==> config.mk <==
export PLATFORM = sky130hd
export DESIGN_NAME = fv_ex_queue
export DESIGN_NICKNAME = d
export VERILOG_FILES = /design/src/rtl/fv_ex_queue.sv
export SDC_FILE = /design/constraint.sdc
export NUM_CORES = 1
export LEC_CHECK = 0
export CAP_MARGIN = 20
export CORE_MARGIN = 1.5
export CORE_UTILIZATION = 30
export CTS_CLUSTER_SIZE = 12
export DETAILED_ROUTE_END_ITERATION = 7
export GPL_ROUTABILITY_DRIVEN = 0
export PLACE_DENSITY_LB_ADDON = 0.3
export SYNTH_ARGS = -nofsm -noshare
export SYNTH_HDL_FRONTEND = slang
export SYNTH_SLANG_ARGS = --single-unit
export TNS_END_PERCENT = 5
==> constraint.sdc <==
create_clock -name clk -period 6.7 [get_ports clk]
set_clock_uncertainty 0.15 [all_clocks]
set_input_delay 1.005 -clock clk [delete_from_list [all_inputs] [get_ports clk]]
set_output_delay 1.005 -clock clk [all_outputs]
set_load 0.01 [all_outputs]
==> src/rtl/fv_ex_queue.sv <==
// In-flight instruction tracking queue for the formal property checker.
// Records issued tags and kill expectations, matches DUT kills, and exposes per-commit-slot status.
module fv_ex_queue #(
  parameter int unsigned DEPTH      = 8,
  parameter int unsigned MAX_COMMIT = 2,
  parameter int unsigned TAG_W      = 8
) (
  input  logic                         clk,
  input  logic                         reset,
  input  logic                         enq_valid,
  input  logic [TAG_W-1:0]             enq_tag,
  input  logic                         enq_expect_kill,
  input  logic                         ex_kill,
  input  logic [TAG_W-1:0]             ex_kill_tag,
  input  logic [MAX_COMMIT:1]          commit,
  output logic [MAX_COMMIT:1]          ex_queue_is_empty,
  output logic [MAX_COMMIT:1]          no_uncommitted_instr,
  output logic [MAX_COMMIT:1]          check_committed_instr,
  output logic [MAX_COMMIT:1]          expected_kill,
  output logic [MAX_COMMIT:1]          received_kill,
  output logic                         killed_instr_found,
  output logic                         ex_queue_is_full,
  output logic                         ex_queue_overflow,
  output logic [$clog2(DEPTH+1)-1:0]   count
);

  localparam int unsigned PTR_W = $clog2(DEPTH);
  localparam int unsigned CNT_W = $clog2(DEPTH+1);

  logic [PTR_W-1:0] head_q, head_d, tail_q, tail_d;
  logic [CNT_W-1:0] count_q, count_d;
  logic [DEPTH-1:0] valid_q, valid_d, ek_q, ek_d, rk_q, rk_d;
  logic [TAG_W-1:0] tag_q [DEPTH];
  logic [TAG_W-1:0] tag_d [DEPTH];
  logic             overflow_q, overflow_d;

  logic [PTR_W-1:0] ord_idx [DEPTH];
  logic             kill_hit;
  logic [PTR_W-1:0] kill_idx;
  logic [CNT_W-1:0] slot_off [1:MAX_COMMIT];
  logic [PTR_W-1:0] slot_idx [1:MAX_COMMIT];
  logic [MAX_COMMIT:1] slot_has;
  logic [CNT_W-1:0] pops;
  logic [CNT_W-1:0] cnt_after_pop;
  logic             enq_ok;

  // Entry index of the k-th oldest element.
  always_comb begin
    for (int k = 0; k < DEPTH; k++) begin
      ord_idx[k] = head_q + PTR_W'(k);
    end
  end

  // Oldest-first search for an unkilled entry carrying the kill tag.
  always_comb begin
    kill_hit = 1'b0;
    kill_idx = '0;
    for (int k = 0; k < DEPTH; k++) begin
      if (!kill_hit && ex_kill && (CNT_W'(k) < count_q) && valid_q[ord_idx[k]] &&
          !rk_q[ord_idx[k]] && (tag_q[ord_idx[k]] == ex_kill_tag)) begin
        kill_hit = 1'b1;
        kill_idx = ord_idx[k];
      end
    end
  end

  // Slot i is compacted onto the entry after all lower-numbered strobed slots.
  always_comb begin
    logic [CNT_W-1:0] off;
    off  = '0;
    pops = '0;
    for (int i = 1; i <= MAX_COMMIT; i++) begin
      slot_off[i] = off;
      slot_idx[i] = head_q + PTR_W'(off);
      slot_has[i] = (off < count_q);
      if (commit[i] && slot_has[i]) pops = pops + 1'b1;
      if (commit[i]) off = off + 1'b1;
    end
  end

  always_comb begin
    ex_queue_is_empty     = '1;
    no_uncommitted_instr  = '1;
    check_committed_instr = '0;
    expected_kill         = '0;
    received_kill         = '0;
    for (int i = 1; i <= MAX_COMMIT; i++) begin
      ex_queue_is_empty[i]     = !slot_has[i];
      check_committed_instr[i] = commit[i] && slot_has[i];
      if (slot_has[i]) begin
        expected_kill[i] = ek_q[slot_idx[i]];
        received_kill[i] = rk_q[slot_idx[i]] || (kill_hit && (kill_idx == slot_idx[i]));
      end
      for (int k = 0; k < DEPTH; k++) begin
        if ((CNT_W'(k) >= slot_off[i]) && (CNT_W'(k) < count_q) &&
            !(rk_q[ord_idx[k]] || (kill_hit && (kill_idx == ord_idx[k])))) begin
          no_uncommitted_instr[i] = 1'b0;
        end
      end
    end
  end

  // Next state: kill marking, then pops, then the enqueue (may reuse a just-vacated entry).
  always_comb begin
    head_d     = head_q;
    tail_d     = tail_q;
    valid_d    = valid_q;
    ek_d       = ek_q;
    rk_d       = rk_q;
    tag_d      = tag_q;
    overflow_d = overflow_q;

    if (kill_hit) rk_d[kill_idx] = 1'b1;

    for (int k = 0; k < DEPTH; k++) begin
      if (CNT_W'(k) < pops) valid_d[ord_idx[k]] = 1'b0;
    end
    head_d = head_q + PTR_W'(pops);

    cnt_after_pop = count_q - pops;
    enq_ok        = enq_valid && (cnt_after_pop < CNT_W'(DEPTH));
    if (enq_ok) begin
      valid_d[tail_q] = 1'b1;
      tag_d[tail_q]   = enq_tag;
      ek_d[tail_q]    = enq_expect_kill;
      rk_d[tail_q]    = 1'b0;
      tail_d          = tail_q + 1'b1;
    end
    if (enq_valid && !enq_ok) overflow_d = 1'b1;

    count_d = cnt_after_pop + CNT_W'(enq_ok);
  end

  always_ff @(posedge clk) begin
    if (reset) begin
      head_q     <= '0;
      tail_q     <= '0;
      count_q    <= '0;
      valid_q    <= '0;
      ek_q       <= '0;
      rk_q       <= '0;
      overflow_q <= 1'b0;
      for (int k = 0; k < DEPTH; k++) tag_q[k] <= '0;
    end else begin
      head_q     <= head_d;
      tail_q     <= tail_d;
      count_q    <= count_d;
      valid_q    <= valid_d;
      ek_q       <= ek_d;
      rk_q       <= rk_d;
      overflow_q <= overflow_d;
      tag_q      <= tag_d;
    end
  end

  assign killed_instr_found = kill_hit;
  assign ex_queue_is_full   = (count_q == CNT_W'(DEPTH));
  assign ex_queue_overflow  = overflow_q;
  assign count              = count_q;

endmodule

---- Word level (Yosys, flattened, before mapping) ----
Cells that the tools add are included.
cells by class
  add/sub/neg operators ................... 13
  order comparisons ....................... 57
  equal/unequal tests ..................... 18
  multiplexer cells ....................... 136
  bitwise logic cells ..................... 29
  reduce and logical (&&, ||, !) cells .... 122
operators by type and width
  cell                                                                                  count
  8-bit two-way mux                                                                     28
  8-bit binary-select mux with 3-bit select                                             8
  1-bit logical AND                                                                     87
  8-bit bitwise AND                                                                     9
  8-bit NOT                                                                             9
  64-bit bitwise mux                                                                    1
  8-bit equality test                                                                   8
  1-bit two-way mux                                                                     59
  1-bit binary-select mux with 3-bit select                                             19
  3-bit by 4-bit < comparator with 1-bit output (second input constant)                 11
  4-bit greater-or-equal comparator (second input constant)                             9
  3-bit NOT with 4-bit output                                                           9
  3-bit by 4-bit < comparator with 1-bit output (first input constant)                  8
  1-bit demux with 3-bit select                                                         10
  3-bit by 1-bit greater-or-equal comparator with 1-bit output (second input constant)  10
  3-bit equality test                                                                   9
  1-bit zero test                                                                       26
  8-bit demux with 3-bit select                                                         1
  3-bit two-way mux                                                                     8
  3-bit by 4-bit greater-or-equal comparator with 1-bit output (first input constant)   4
  1-bit by 4-bit < comparator with 1-bit output (first input constant)                  4
  2-bit by 4-bit < comparator with 1-bit output (first input constant)                  4
  8-bit bitwise OR                                                                      2
  3-bit adder (second input constant)                                                   4
  15 further kinds                                                                      28
storage, ports and cells
  bits in registers ....................... 99
  output and inout port bits .............. 17
  word-level logic and storage cells ...... 390

---- Longest topological paths before layout ----
Gate-level depths: netlist (run 1).
  depth in word-level cells ............... 69
  mapped depth ............................ 25
  depth with buffers taken out ............ 14

---- Worst setup path before layout (run 1) ----
OpenSTA, ideal clock, no wires.
  kind .................................... reg2out
  start ................................... register head_q[0]
  end ..................................... output port received_kill[2] (netlist bit)
  arrival ................................. 5.061 ns
  required time ........................... 5.545 ns
  setup slack ............................. 0.484 ns
  stages on the path, launching flop included .. 24
  cells stage by stage .................... dfxtp_1 > buf_6 > buf_12 > buf_12 > buf_12 > inv_2 > buf_4 > buf_4 > ha_1 > buf_2 > buf_4 > buf_4 > inv_2 > mux4_2 > xor2_1 > nor3_1 > o211ai_1 > nor3_2 > a221oi_1 > o31a_1 > and2_1 > buf_2 > a211o_1 > o41ai_1
between the ends
  word-level cells in the longest chain between the ends .. 60
ends and longest elaborated chain
  element                                               line  source
  from (decl)                                           30    logic [PTR_W-1:0] head_q, head_d, tail_q, tail_d;
  from (signal assigned)                                136   head_q <= '0;
  from (signal assigned)                                145   head_q <= head_d;
  3-bit NOT with 4-bit output (implied by the code)     60    !rk_q[ord_idx[k]] && (tag_q[ord_idx[k]] == ex_kill_tag)) begin
  8-bit binary-select mux with 3-bit select             60
  8-bit two-way mux (implied by the code) (2 in a row)  60
  8-bit equality test                                   60
  1-bit logical AND                                     60
  1-bit two-way mux                                     59    if (!kill_hit && ex_kill && (CNT_W'(k) < count_q) && valid_q[ord_idx[k]] &&
  1-bit zero test                                       59
  1-bit logical AND (4 in a row)                        59
  [... 37 more ...]                                     -
  1-bit zero test                                       59
  1-bit logical AND (4 in a row)                        59
  1-bit logical AND                                     60
  3-bit two-way mux                                     59
  3-bit equality test                                   92    received_kill[i] = rk_q[slot_idx[i]] || (kill_hit && (kill_idx == slot_idx[i]));
  1-bit logical AND                                     92
  1-bit logical OR (*)                                  92
  1-bit two-way mux (*)                                 90    if (slot_has[i]) begin
  to (decl)                                             20    output logic [MAX_COMMIT:1] received_kill,
Mark *: on every way between the ends. The rest lies on a longest branch, timed or not. The select of a mux whose other input is x is not followed.

---- Worst setup path in the final report (run 1) ----
Ends and elaborated chain as after synthesis.

==> results.md, run 1 <==
* Outcome: complete, no violations
* Number of diodes at 0
* Worst Max-Slew Pin Slew at 0.849 ns
* FF-to-FF Start: head_q[1]$_SDFF_PP0_
* Layout cell share with drive strength beyond 1 at 18.9%
* Vias in the first global route at 7,744
* Total negative slack at 0 ns
* PostCTS Resize Cnt at 0
* Num ports at 40
* Finished Layout Cells at 1,385
* Leakage at 3.98 nW
* Avg Inst Size Synth at between 10 and 15 sq um
* Max FO, Critical Path at 35
* Synth top area cells: dfxtp_1 (20%), mux4_2 (19%), mux2i_1 (13%)
* Dpl cells at 1,369
* Vias at 8,167
* Worst Slack Setup Final at approximately 0.19 ns
* Worst setup startpoint: head_q[0]$_SDFF_PP0_
* Clk buf depth at 2
* Clock Sinks at roughly 100
* # Post-CTS Setup Buffers at 0
* Setup crit end kind: output port
* Critical path required time at 5.54 ns
* Main synth FF type: dfxtp_1
* Clock transition at path regs at about 0.08 ns
* Initial antenna violation count at 1
* DIE AREA at 33,500 sq um
* Die H at roughly 180 um
* Most frequent cell after synthesis: mux2i_1
* Post-Synthesis Cells at roughly 960
* Max Cap Violations at 0
* Global-route wire length before repair at 48.3 mm
* Clk Latency, worst-skew pair at 0.37 ns
* Largest net degree at the start of global routing at 74
* P&R area growth vs syn at 11.7%
* Seq/Total Area, Yosys at just over 20%
* Width of the die at 183 um
* Asr flop ratio synth at 0%
* Initial detailed-routing violation count at 888
* Fin. Hold Viols at 0
* # port buffers at 39
* Htree depth at 3
* Pwr dens at 302 nW/um^2
* Core area at 31,700 sq um
* Routed vias/inst at about 6
* Synth unique cells at 74
* Fmax at 154 MHz
* HPWL Detailed at roughly 23 mm
* EDFF count, synth at 0
* Post-Syn Area at 9720 sq um
* Slew headroom at 43.4%
* Synth cell count leaders: mux2i_1 (131), dfxtp_1 (99), nor2_1 (96)
* CTS tree: yes
* Worst vdd ir at 0.000186 V
* Total wire length at 31.1 mm
* Tcrit/Tclk final at 97.2%
* Post-layout util at 34.2%
* Post-synth top area share at just over 20%
* DP Worst Slack at 0.386 ns
* Total grt overflow at 0
* Setup violators final at 0
* Initial core utilization at 30.7%
* Critical Path AT at 5.36 ns
* GRT Total Usage at 18.9%
* Crit path time final at 6.51 ns
* Yosys reg bits at a little under 100
* Type of the tightest min-delay check: reg2reg
* Post-detailed-route wirelength per cell at 22.4 um
* TritonCTS buffer count at 9
* Hold path startpoint: ek_q[6]$_SDFFE_PP0P_
* # DRC at 0
* Site Rows at 65
* Antenna Nets Post-Route at 0
* Post-Syn Nets at 1,000
* Final Net Count at 1,019
* Clk root buf: clkbuf_16
* CTS hold repair buffers at 0
* Slew Viols, Final at 0
* Cell taking the most area after synthesis: dfxtp_1
* Critical path type: reg2out
* Drt pass-1 iters at 5
* Startpoint type of the worst setup path: flop
* Warnings from Yosys at 0
placed cells by master, fill, tap and decap left out, types with 12 or more instances in the layout:
cell type and count:
xnor2_1 44, nor2_1 96, mux4_2 81, mux2i_1 131, clkdlybuf4s50_1 38, xor2_1 35, inv_1 21, nand2_1 84
mux4_1 28, nand3_1 23, nand4_1 12, ha_1 15, a21oi_1 47, dfxtp_1 96, buf_4 47
metrics by stage:
stage | total power [mW] | cell area, sq um | hold slack (ns)
CTS | 3.29 | 10800 | 0.329
global route | 3.47 | 10900 | 0.365
finish | 3.28 | 10900 | 0.326
global placement | 2.74 | 10500 | 0.304
floorplan | 2.21 | 9720 | 0.293
detailed placement | 2.74 | 10500 | 0.314
layer usage:
layer  GRT usage [%]  part of all wire (%)  up-vias
met2            29.3                    45      339
li1                -                     -     3673
met3            3.65                   7.2       42
met4            5.51                   2.2        2
met5               0                 0.035        -
met1            26.8                    45     4111
flip-flops by register name (all words and copies together), names as in the netlist:
signal and count:
tag_q 64, ek_q 8, rk_q 8, valid_q 8
count 4, head_q 3, tail_q 3, ex_queue_overflow 1
kinds of logic after synthesis:
family	count (synthesis)	share of synthesized area [%]
compound gates	114	7.80
xor+xnor	81	7.30
fa+ha+maj	18	2.47
buf+inv	107	6.60
flops	99	20.4
mux	245	40.4
simple gates	295	15.0
worst paths after layout:
path | slack [ns] | cells after the start | end
min reg2reg | 0.33 | 2 | ek_q[6]$_SDFFE_PP0P_
max | 0.19 | 14 | received_kill[2]
min | 0.33 | 2 | ek_q[6]$_SDFFE_PP0P_
max reg2reg | 1.89 | 13 | rk_q[2]$_SDFF_PP0_
layout make-up:
type	count	area, sq um
Clock buffer	10	250
Tap cell	402	503
Inverter	24	90.1
Fill cell	3172	20900
Timing Repair Buffer	91	838
Clock inverter	6	45.0
Multi-Input combinational cell	753	7140
Sequential cell	99	1990
critical path, stage by stage, from the launching register on:
cell	delay (ns)
dfxtp_4	0.37
buf_4	0.47
buf_4	0.38
mux4_1	0.62
mux2i_1	0.34
nor4b_1	0.14
nand4_1	0.21
nand4_1	0.28
or4_4	0.64
o211ai_2	0.09
and3_4	0.23
mux2i_1	0.07
o41ai_1	0.41
buf_4	0.18
clkdlybuf4s50_1	0.53
power by group:
| group | switching (mW) | internal [mW] | total [mW] |
|---|---|---|---|
| registers | 0.0969 | 0.650 | 0.747 |
| clock network | 0.260 | 0.278 | 0.538 |
| logic | 1.12 | 0.878 | 1.99 |
| total | 1.47 | 1.81 | 3.28 |
Note: power is estimated with default switching activity, not from simulation.
==> inputs of run 2 (changes only) <==
RECOVER_POWER = 100   (was default)
==> results.md, run 2 (same netlist as run 1, synthesis figures left out) <==
* Fmax at 154 MHz (about the same)
* DIE AREA at 33,500 sq um (unchanged)
* Number of diodes at 0 (unchanged)
* Setup crit end kind: output port (unchanged)
* Type of the tightest min-delay check: reg2reg (unchanged)
* Hold_ws at 0.324 ns (was 0.326 ns)
* Tcrit/Tclk final at 97.0% (was 97.2%)
* Pwr dens at 302 nW/um^2 (about the same)
* Num ports at 40 (unchanged)
* Vias in the first global route at 7,744 (unchanged)
* Most frequent CP cell: buf_4 (unchanged)
* Area occupied by multi-input gates at 7140 sq um (about the same)
* Critical Path AT at 5.34 ns (was 5.36 ns)
* Die H at 183 um (unchanged)
* HPWL Detailed at 23.1 mm (unchanged)
* Slew headroom at 0.865% (was 43.4%)
* Total grt overflow at 0 (unchanged)
* Crit path time final at 6.50 ns (was 6.51 ns)
* Final Net Count at 1,019 (unchanged)
* Worst Max-Slew Pin Slew at 1.49 ns (was 0.849 ns)
* Vias at 8,190 (was 8,167)
* Clk buf depth at 2 (unchanged)
* Site Rows at 65 (unchanged)
* Critical Path Max Stage Delay at 0.60 ns (was 0.64 ns)
* Max FO, Critical Path at 14 (was 35)
* TritonCTS buffer count at 9 (unchanged)
* # DRC at 0 (unchanged)
* Largest reg by FF count: tag_q (unchanged)
* Core area at 31,700 sq um (unchanged)
* Most frequent cells in the layout: mux2i_1 (131), nor2_1 (96), dfxtp_1 (96) (unchanged)
* Largest register FFs at 64 (unchanged)
* Fill cells at 3,186 (was 3,172)
* Initial antenna violation count at 1 (unchanged)
* Htree depth at 3 (unchanged)
* CTS tree: yes (unchanged)
* Critical-path top delay cell: ha_2 (was or4_4)
* Slew Viols, Final at 0 (unchanged)
* P&R area growth vs syn at 11.2% (was 11.7%)
* Drt pass-1 iters at 6 (was 5)
* Worst vdd ir at 0.000186 V (about the same)
* Startpoint type of the worst setup path: flop (unchanged)
* Seq. cell area at 1990 sq um (unchanged)
* Layout cell share with drive strength beyond 1 at 17.6% (was 18.9%)
* Critical path type: reg2out (unchanged)
* Most common cell after layout, fill and taps aside: mux2i_1 (unchanged)
* Clk Latency, worst-skew pair at 0.36 ns (was 0.37 ns)
* Fin. Hold Viols at 0 (unchanged)
* Clock transition at path regs at 0.08 ns (about the same)
* Leakage at 3.97 nW (was 3.98 nW)
* Dpl cells at 1,369 (unchanged)
* Width of the die at 183 um (unchanged)
* Routed vias/inst at 5.91 (was 5.90)
* Critical path required time at 5.54 ns (about the same)
* Outcome: complete, no violations (unchanged)
* Antenna Nets Post-Route at 0 (unchanged)
* Clk root buf: clkbuf_16 (unchanged)
* Post-detailed-route wirelength per cell at 22.4 um (about the same)
* GRT Total Usage at 18.9% (unchanged)
* Global-route wire length before repair at 48.3 mm (unchanged)
* Largest net degree at the start of global routing at 74 (unchanged)
* # Post-CTS Setup Buffers at 0 (unchanged)
* Worst path cell trace: inv_1, ha_2, buf_4, mux4_2, mux2_2, nor4_1, buf_4, o211ai_1, nor3_2, a221oi_1, o31a_1, and2_1, a211o_1, o41ai_1, buf_4, clkdlybuf4s50_1 (was buf_4, buf_4, mux4_1, mux2i_1, nor4b_1, nand4_1, nand4_1, or4_4, o211ai_2, and3_4, mux2i_1, o41ai_1, buf_4, clkdlybuf4s50_1)
* Max Cap Violations at 0 (unchanged)
* Initial detailed-routing violation count at 936 (was 888)
* Setup violators final at 0 (unchanged)
* Initial core utilization at 30.7% (unchanged)
* Clock Sinks at 99 (unchanged)
* Total wire length at 31.1 mm (about the same)
* # port buffers at 39 (unchanged)
* Finished Layout Cells at 1,385 (unchanged)
==> run 2: cell count changes in the layout (fill, tap and decap cells not counted) <==
cell             change
and2b_2              -1
dlygate4sd3_1       +10
and2_1               -1
buf_4               -12
and2_0               +1
clkdlybuf4s50_1     -10
clkbuf_1            +12
and2b_1              +1
==> run 2: timing repair <==
| action | CTS | global route |
|---|---|---|
| endpoints found under the hold margin | 0 | 0 |
| gates resized for setup | 0 | 4 |
| endpoints found under the setup margin | 0 | 1 |
| hold buffers | 0 | 0 |
==> run 2: where the power goes <==
part	switching (mW)	leakage [nW]	internal (mW)
combinational	1.12	3.02	0.860
sequential	0.0969	0.803	0.650
clock	0.261	0.142	0.278
total	1.48	3.97	1.79
==> run 2: area by class of cell <==
class	instances	area share [%]
sequential	99	18.4
multi-input combinational	753	66.0
timing repair buffer	91	7.34
tap	402	4.65
inverter	24	0.833
clock buffer	10	2.31
clock inverter	6	0.417
==> run 2: worst max-delay path: cells and delay by family, from the launching register on <==
| kind | cells | cell delay, ns |
|---|---|---|
| AOI/OAI and AO/OA | 5 | 1.35 |
| adders and majority gates | 1 | 0.60 |
| buffers and inverters | 5 | 1.17 |
| DFF | 1 | 0.37 |
| muxes | 2 | 0.82 |
| and+or+nand+nor | 3 | 0.67 |
==> run 2: worst paths after layout <==
kind | from | to | slack (ns) | cells after the start
max | head_q[1]$_SDFF_PP0_ | received_kill[2] | 0.20 | 16
max reg2reg | count[3]$_SDFF_PP0_ | tag_q[7]$_SDFFE_PP0P_ | 1.56 | 14
min reg2reg | ex_queue_overflow$_SDFFE_PP0P_ | ex_queue_overflow$_SDFFE_PP0P_ | 0.32 | 2
min | ex_queue_overflow$_SDFFE_PP0P_ | ex_queue_overflow$_SDFFE_PP0P_ | 0.32 | 2
==> run 2: stage by stage <==
stage / util, % / setup TNS [ns] / area [sq um] / power, mW / worst slack, ns
2_1_floorplan: - / 0 / 9720 / 2.21 / 0.484
3_3_place_gp: 33.2 / 0 / 10500 / 2.74 / 0.361
3_5_place_dp: 33.2 / 0 / 10500 / 2.74 / 0.386
4_1_cts: 34.2 / 0 / 10800 / 3.29 / 0.159
5_1_grt: 34.1 / -0.0315 / 10800 / 3.45 / -0.0315
6_report: 34.1 / 0 / 10800 / 3.26 / 0.200
==> run 2: layer usage <==
| layer | routed length (um) | share of wire [%] | up-vias | global-route usage (%) |
|---|---|---|---|---|
| li1 | - | - | 3674 | - |
| met1 | 13900 | 45 | 4095 | 26.8 |
| met2 | 14000 | 45 | 368 | 29.3 |
| met3 | 2380 | 7.7 | 51 | 3.65 |
| met4 | 721 | 2.3 | 2 | 5.51 |
| met5 | 15 | 0.048 | - | 0 |
==> inputs of run 3 (changes only) <==
CORE_UTILIZATION = 57   (was 30)
clock period = 5.6 ns   (was 6.7 ns; I/O delays follow)
==> results.md, run 3 (same netlist as run 1, synthesis figures left out) <==
* Outcome: complete, no violations (unchanged)
* Hold_ws at 0.322 ns (was 0.324 ns)
* RSZ-0062 raised after global routing: false
* Num ports at 40 (unchanged)
* Clock transition at path regs at 0.07 ns (was 0.08 ns)
* DP Worst Slack at 0.0803 ns (was 0.386 ns)
* Htree depth at 3 (unchanged)
* Final Power at 4.01 mW (was 3.26 mW)
* Drt pass-1 iters at 7 (was 6)
* Total negative slack at 0 ns (unchanged)
* Initial detailed-routing violation count at 1,121 (was 936)
* Slew Viols, Final at 0 (unchanged)
* Worst Max-Slew Pin Slew at 1.38 ns (was 1.49 ns)
* Worst vdd ir at 0.000194 V (was 0.000186 V)
* Die H at 134 um (was 183 um)
* Number of diodes at 0 (unchanged)
* Antenna Nets Post-Route at 0 (unchanged)
* GRT Total Usage at 33.5% (was 18.9%)
* Max FO, Critical Path at 25 (was 14)
* HPWL Detailed at 21.4 mm (was 23.1 mm)
* Clk root buf: clkbuf_16 (unchanged)
* Routed vias/inst at 6.91 (was 5.91)
* Worst Slack Setup Final at 0.179 ns (was 0.200 ns)
* Seq. cell area at 1990 sq um (unchanged)
* CTS tree: yes (unchanged)
* P&R area growth vs syn at 13.5% (was 11.2%)
* Leakage at 4.17 nW (was 3.97 nW)
* Largest reg by FF count: tag_q (unchanged)
* DIE AREA at 17,800 sq um (was 33,500 sq um)
* Total wire length at 29.4 mm (was 31.1 mm)
* # DRC at 0 (unchanged)
* Clock Sinks at 99 (unchanged)
* Core area at 16,600 sq um (was 31,700 sq um)
* Vias at 8,521 (was 8,190)
* Pwr dens at 363 nW/um^2 (was 302 nW/um^2)
* Crit path time final at 5.42 ns
* Finished Layout Cells at 1,233 (was 1,385)
* # port buffers at 39 (unchanged)
* Layout cell share with drive strength beyond 1 at 21.7% (was 17.6%)
* Critical Path AT at 4.43 ns (was 5.34 ns)
* Max Cap Violations at 0 (unchanged)
* Initial core utilization at 58.4% (was 30.7%)
* Area occupied by multi-input gates at 7270 sq um (was 7140 sq um)
* Setup crit end kind: output port (unchanged)
* TritonCTS buffer count at 9 (unchanged)
* Startpoint type of the worst setup path: flop (unchanged)
* Site Rows at 47 (was 65)
* Slew headroom at 7.84% (was 0.865%)
* Largest net degree at the start of global routing at 57 (was 74)
* Total grt overflow at 0 (unchanged)
* Most common cell after layout, fill and taps aside: mux2i_1 (unchanged)
* Fin. Hold Viols at 0 (unchanged)
* Fmax at 184 MHz
* Final Net Count at 1,049 (was 1,019)
* Vias in the first global route at 7,997 (was 7,744)
* Post-detailed-route wirelength per cell at 23.8 um (was 22.4 um)
* Setup violators final at 0 (unchanged)
* Largest register FFs at 64 (unchanged)
* Dpl cells at 1,212 (was 1,369)
* Tcrit/Tclk final at 96.8%
* Type of the tightest min-delay check: reg2reg (unchanged)
* Critical path type: reg2out (unchanged)
* Width of the die at 134 um (was 183 um)
* Critical path required time at 4.61 ns (was 5.54 ns)
* Initial antenna violation count at 0 (was 1)
* Fill cells at 1,309 (was 3,186)
* Global-route wire length before repair at 45.8 mm (was 48.3 mm)
* Clk Latency, worst-skew pair at 0.36 ns (about the same)
* Clk buf depth at 2 (unchanged)
* Most frequent cells in the layout: mux2i_1 (129), dfxtp_1 (96), nor2_1 (95) (was mux2i_1 (131), nor2_1 (96), dfxtp_1 (96))
run 3: cell count changes in the layout (fill, tap and decap cells not counted), moves of 2 or more:
cell / before / now
a221oi_2: 1 / 3
mux2i_2: 0 / 2
buf_4: 35 / 61
clkbuf_8: 0 / 2
clkinv_2: 2 / 0
mux2i_1: 131 / 129
ha_1: 15 / 13
clkdlybuf4s50_1: 28 / 26
buf_12: 5 / 7
nor4_4: 2 / 4
a221oi_1: 5 / 3
run 3: cell type report:
cell class,count,area share (%)
multi-input cells,753,65.9
flip-flops and latches,99,18.0
repair buffers,121,10.1
well taps,220,2.49
clock buffers,12,2.32
inverters,24,0.885
clock inverters,4,0.284
run 3: repair_timing:
item                                    CTS  global route
buffers inserted                          1             2
pin swaps                                 2             4
hold buffers                              0             0
endpoints found under the setup margin    1             3
gates resized for setup                   9            20
gates cloned                              1             1
run 3: power breakdown:
part	internal (mW)	switching [mW]	total (mW)
Combinational	1.15	1.33	2.49
Sequential	0.778	0.128	0.907
Clock	0.330	0.285	0.615
run 3: per-layer routing:
| metal | GRT usage [%] | up-vias | part of all wire [%] |
|---|---|---|---|
| li1 | - | 3722 | - |
| met1 | 47.9 | 4097 | 40 |
| met2 | 49.2 | 622 | 44 |
| met3 | 8.71 | 80 | 13 |
| met4 | 12.0 | 0 | 3.4 |
| met5 | 0 | - | 0 |
run 3: worst paths after layout:
check                                 end  cells after the start            startpoint  slack (ns)
setup / recovery  no_uncommitted_instr[2]                     16  head_q[1]$_SDFF_PP0_        0.18
hold / removal       ek_q[6]$_SDFFE_PP0P_                      2  ek_q[6]$_SDFFE_PP0P_        0.32
setup reg to reg     ek_q[0]$_SDFFE_PP0P_                     15   count[3]$_SDFF_PP0_        0.63
hold reg to reg      ek_q[6]$_SDFFE_PP0P_                      2  ek_q[6]$_SDFFE_PP0P_        0.32
run 3: worst max-delay path, cell delays in order (launching register included):
cell and delay [ns]:
dfxtp_4 0.42, inv_1 0.13, ha_4 0.33, buf_12 0.20, buf_4 0.18, mux4_1 0.34
xnor2_2 0.18, a31oi_1 0.22, nor4_2 0.08, and3_2 0.27, nor4_4 0.40, nand3_2 0.16
buf_4 0.16, a21oi_1 0.19, o211ai_1 0.14, a21oi_1 0.13, clkdlybuf4s50_1 0.54
run 3: stage by stage:
stage	util [%]	area, sq um
6_report	66.3	11000
5_1_grt	66.3	11000
4_1_cts	65.8	11000
3_5_place_dp	63.6	10600
3_3_place_gp	63.6	10600
2_1_floorplan	-	9790
